$ cat src/rtl/adder_tree_pipe.sv
// adder_tree_pipe: fully pipelined signed adder tree with a valid sideband and
// an optional multi-beat accumulate stage.
//
// Pipeline: operand register (sign-extended) -> LEVELS tree levels -> accumulator.
// A beat sampled on rising edge A shows up on out_valid/res after edge A+LEVELS+1.
// The odd element of a level is added to zero, so it passes through unchanged.
module adder_tree_pipe #(
  parameter int INPUT_NUM = 9,
  parameter int WIDTH     = 32,
  parameter int OUT_WIDTH = WIDTH + $clog2(INPUT_NUM) + 8
) (
  input  logic                               clk,
  input  logic                               rst,
  input  logic                               in_valid,
  input  logic                               acc_en,
  input  logic                               in_last,
  input  logic [INPUT_NUM-1:0][WIDTH-1:0]    indata,
  output logic                               out_valid,
  output logic signed [OUT_WIDTH-1:0]        res
);

  localparam int LEVELS = $clog2(INPUT_NUM);

  // Element count of tree level k (level 0 is the operand register).
  function automatic int level_cnt(input int k);
    int n;
    n = INPUT_NUM;
    for (int j = 0; j < k; j++) n = (n + 1) / 2;
    return n;
  endfunction

  // Position of level k's first element if all levels were laid end to end.
  function automatic int level_off(input int k);
    int o;
    o = 0;
    for (int j = 0; j < k; j++) o += level_cnt(j);
    return o;
  endfunction

  // Tree levels 1..LEVELS packed into one array; level k starts at level_off(k)-INPUT_NUM.
  localparam int NREG = level_off(LEVELS + 1) - INPUT_NUM;

  typedef struct packed {
    logic valid;
    logic acc_en;
    logic last;
  } side_t;

  logic signed [OUT_WIDTH-1:0] ext  [INPUT_NUM];
  logic signed [OUT_WIDTH-1:0] node [NREG];
  side_t                       side [LEVELS+1];

  logic signed [OUT_WIDTH-1:0] tree_sum;
  side_t                       tree_side;
  logic signed [OUT_WIDTH-1:0] acc;
  logic                        group_open;

  generate
    for (genvar i = 0; i < INPUT_NUM; i++) begin : g_ext
      // Register each operand sign-extended to the full result width.
      // NOTE: datapath registers carry no reset; only the valid sideband must be
      // clean after reset, and leaving data unreset keeps the adders' flops simple.
      always_ff @(posedge clk)
        ext[i] <= {{(OUT_WIDTH - WIDTH){indata[i][WIDTH-1]}}, indata[i]};
    end

    for (genvar k = 1; k <= LEVELS; k++) begin : g_lvl
      localparam int PCNT = level_cnt(k - 1);
      localparam int POFF = level_off(k - 1) - INPUT_NUM;
      localparam int COFF = level_off(k) - INPUT_NUM;

      for (genvar i = 0; i < level_cnt(k); i++) begin : g_node
        logic signed [OUT_WIDTH-1:0] left;
        logic signed [OUT_WIDTH-1:0] right;

        if (k == 1) begin : g_left0
          assign left = ext[2*i];
        end else begin : g_leftn
          assign left = node[POFF + 2*i];
        end

        if (2*i + 1 < PCNT) begin : g_pair
          if (k == 1) begin : g_right0
            assign right = ext[2*i + 1];
          end else begin : g_rightn
            assign right = node[POFF + 2*i + 1];
          end
        end else begin : g_odd
          assign right = '0;
        end

        // Register the pairwise sum (or the unpaired element) for this level.
        always_ff @(posedge clk)
          node[COFF + i] <= left + right;
      end
    end
  endgenerate

  assign tree_sum  = node[NREG-1];
  assign tree_side = side[LEVELS];

  // Sideband shift register, kept in lockstep with the operand and tree stages.
  always_ff @(posedge clk) begin
    if (rst) begin
      side <= '{default: '0};
    end else begin
      side[0] <= '{valid: in_valid, acc_en: acc_en, last: in_last};
      for (int k = 1; k <= LEVELS; k++) side[k] <= side[k-1];
    end
  end

  // Accumulator / output stage: pass a plain beat through, or fold a group of beats.
  always_ff @(posedge clk) begin
    if (rst) begin
      out_valid  <= 1'b0;
      res        <= '0;
      acc        <= '0;
      group_open <= 1'b0;
    end else begin
      out_valid <= 1'b0;
      if (tree_side.valid) begin
        if (!tree_side.acc_en) begin
          res        <= tree_sum;
          out_valid  <= 1'b1;
          group_open <= 1'b0;
        end else if (!tree_side.last) begin
          acc        <= group_open ? acc + tree_sum : tree_sum;
          group_open <= 1'b1;
        end else begin
          res        <= group_open ? acc + tree_sum : tree_sum;
          out_valid  <= 1'b1;
          group_open <= 1'b0;
        end
      end
    end
  end

endmodule

$ cat config.mk
export PLATFORM = sky130hd
export DESIGN_NAME = adder_tree_pipe
export DESIGN_NICKNAME = d
export VERILOG_FILES = /design/src/rtl/adder_tree_pipe.sv
export SDC_FILE = /design/constraint.sdc
export NUM_CORES = 1
export LEC_CHECK = 0
export ABC_AREA = 1
export CORE_MARGIN = 2
export CORE_UTILIZATION = 43
export DETAILED_ROUTE_END_ITERATION = 12
export PLACE_DENSITY = 0.6
export SLEW_MARGIN = 20
export SYNTH_ARGS = -nofsm -noshare
export SYNTH_HDL_FRONTEND = slang
export SYNTH_SLANG_ARGS = --single-unit
$ cat constraint.sdc
create_clock -name clk -period 3.05 [get_ports clk]
set_input_delay 0.61 -clock clk [delete_from_list [all_inputs] [get_ports clk]]
set_output_delay 0.61 -clock clk [all_outputs]
set_load 0.005 [all_outputs]
==> out/summary.txt <==
# diodes - 0
Reg2Reg Launch Point - node[8][0]
GP Congestion - 0.972
Post-synth EDFFs - 0
Hold Slack - 0.322 ns
Post-CTS Setup Bufs - 0
reg-to-reg setup timing slack - 0.30 ns
Cells after Synth - 5441
CP dominant cell by count - nand2_1
fmax - 364 MHz
Slew Limit Fails - 0
gr ovfl total - 0
Worst Path Required - 3.58 ns
nature of the critical path startpoint - register
slew margin rel. - 52.3%
Async SR Flop Fraction - 0%
Sink Count - 841
Rows - 114
origin of the worst setup path - node[8][0]
via count - 36.1k
area grow syn2layout - 19.1%
Final Skew - 0.0301 ns
WL met3 - 5310 um
register area share after synthesis - 40.2%
maximum VDD drop - 522 uV
Setup violations, final - 0
Yosys cell types - 55
CP top delay family - compound AO/OA/AOI/OAI gates
Die W - 316 um
CTS clk-pin slew, worst paths - 0.06 ns
nets@finish - 6480
I/O pin total - 338
worst skew pair latency - 0.68 ns
WL met2 - 61900 um
Resized cells post-CTS - 0
Syn Area/Cell - 7.70 um^2
I/O Buffers - 337
status - complete, no violations
vias in the first global route - 35.8k
H-tree lvl count - 3
hold_sp - node[7][23]
CP bufs+invs - 0
layout cell share with drive strength beyond 1 - 6.02%
initial drt markers - 2121
Most used DFF post-synth - dfxtp_1
Root Buffer - clkbuf_16
GR Util All Layers - 25.4%
flops & latches, synth - 841
Final ANT Viol Nets - 0
# hold bufs at CTS - 0
worst-path cell chain - ha_1 -> fa_1 -> nand3_1 -> nand2_2 -> a21boi_4 -> o21ai_2 -> a21oi_1 -> nand3b_1 -> nand2_1 -> nand2_1 -> nand2_1
final core utilization - 51.7%
TritonCTS clock tree - built
DP Wirelength - 107000 um
DR top layer - met4
setup TNS - 0 ns
drt via density - 5.03
Fin. Hold Viols - 0
critical path's slowest cell - fa_1
die area - 99900 um^2
unrepaired setup endpoints after global routing - no
Pwr Density - 916 nW/um^2
Mapped Nets - 6086
CTS max path bufs - 3
crit-path max FO - 5
worst min-delay path category - register to register
initial cell density of the core - 43.4%
Worst EP arrival - 3.28 ns
antenna violations before repair - 0
Worst Tran Pin Value - 0.709 ns
core area - 96600 um^2
Syn Std Cell Area - 41900 um^2
crit path time final - 2.75 ns
routed length per instance - 17.9 um
largest net degree at the start of global routing - 76
Remaining DRCs - 0
Setup crit end kind - register
Tcrit/Tclk final - 90.0%
Synth warnings - 0
Inserted Clock Buffers - 92
Max Cap Viol - 0
M1 wire length - 56600 um
drt total wl - 129000 um
critical path type - register to register
Die H - 316 um
DR pass1 iterations - 5
peak per-stage delay on the critical path - 0.53 ns
Pleak - 23.1 nW
first-pass GRT wire length - 197000 um
registers in the layout, indices dropped and copies added (netlist names):
name        cells
node          448
group_open      1
side           15
out_valid       1
ext           288
res            44
acc            44
final cells by class:
cell class	instances	area, um^2
Multi-Input combinational cell	3887	22400
Sequential cell	841	16800
Clock buffer	116	2520
Tap cell	1276	1600
Timing Repair Buffer	350	3510
Clock inverter	54	597
Fill cell	9544	46600
Inverter	663	2490
per-stage QoR:
stage	worst slack, ns	cell area [um^2]	power (mW)	std cells
final	0.305	49900	45.7	7187
after global routing	0.172	49900	48.6	7187
after CTS	0.245	49900	46.0	7187
after detailed placement	0.265	46800	34.5	7017
after global placement	0.284	46800	34.6	7017
after floorplan	1.05	41900	27.5	5441
per-layer routing:
layer,vias to the layer above,GRT usage (%)
li1,18600,-
met1,16500,31.6
met2,856,45.0
met3,228,3.00
met4,0,9.25
met5,-,0
kinds of logic after synthesis:
kind of cell	after synthesis	share of synthesized area (%)
AO/OA/AOI/OAI	1012	14.3
XOR/XNOR	292	6.10
adder cells (fa/ha/maj)	352	10.7
buffers and inverters	713	6.43
flip-flops	841	40.2
AND/OR/NAND/NOR	2231	22.3
synthesized netlist by cell type, drive strengths merged, types with 9 or more instances:
cell	number	area [um^2]
buf	18	83.8
o211ai	16	120
dfxtp	841	16800
xnor2	87	762
and3	15	93.8
nand4	43	269
or2	10	62.6
nor3	36	215
nor4	15	131
a211oi	16	120
a31oi	58	369
o21a	40	300
fa	9	180
a21o	49	368
nor2	572	2260
a21oi	419	2240
ha	343	4290
xor2	205	1800
nand3	291	1510
a21boi	25	259
o21bai	50	379
clkbuf	32	120
o21ai	334	1800
nand2	1238	4720
inv	660	2480
placed cells by master (no fill, tap or decap), types with 27 or more instances in the layout:
cell / n
nand3_1: 280
nor2_1: 540
dfxtp_1: 840
o21ai_0: 280
nor3_1: 29
nand2_1: 1211
a31oi_1: 57
a21o_1: 49
ha_1: 343
inv_2: 27
o21ai_1: 27
inv_1: 633
xor2_1: 205
o21bai_1: 49
nand4_1: 43
clkdlybuf4s50_1: 337
a21oi_2: 31
xnor2_1: 87
a21oi_1: 386
clkbuf_16: 92
o21a_1: 40
final timing paths:
check                       to  cells after the start
hold reg to reg    node[9][23]                      0
setup reg to reg  node[10][28]                     11
setup / recovery  node[10][28]                     11
hold / removal     node[9][23]                      0
where the power goes:
group	total, mW	switching, mW	internal, mW
clock	11.3	4.69	6.61
sequential	14.4	1.20	13.2
combinational	20.0	13.3	6.70
total	45.7	19.2	26.5
worst reg2reg max path, delay by kind of cell, from the launching register on:
kind,cells,cell delay (ns)
AOI/OAI and AO/OA,3,0.82
adders and majority gates,2,0.75
DFF,1,0.30
and+or+nand+nor,6,0.74
Power figures use the tool's default switching activity.
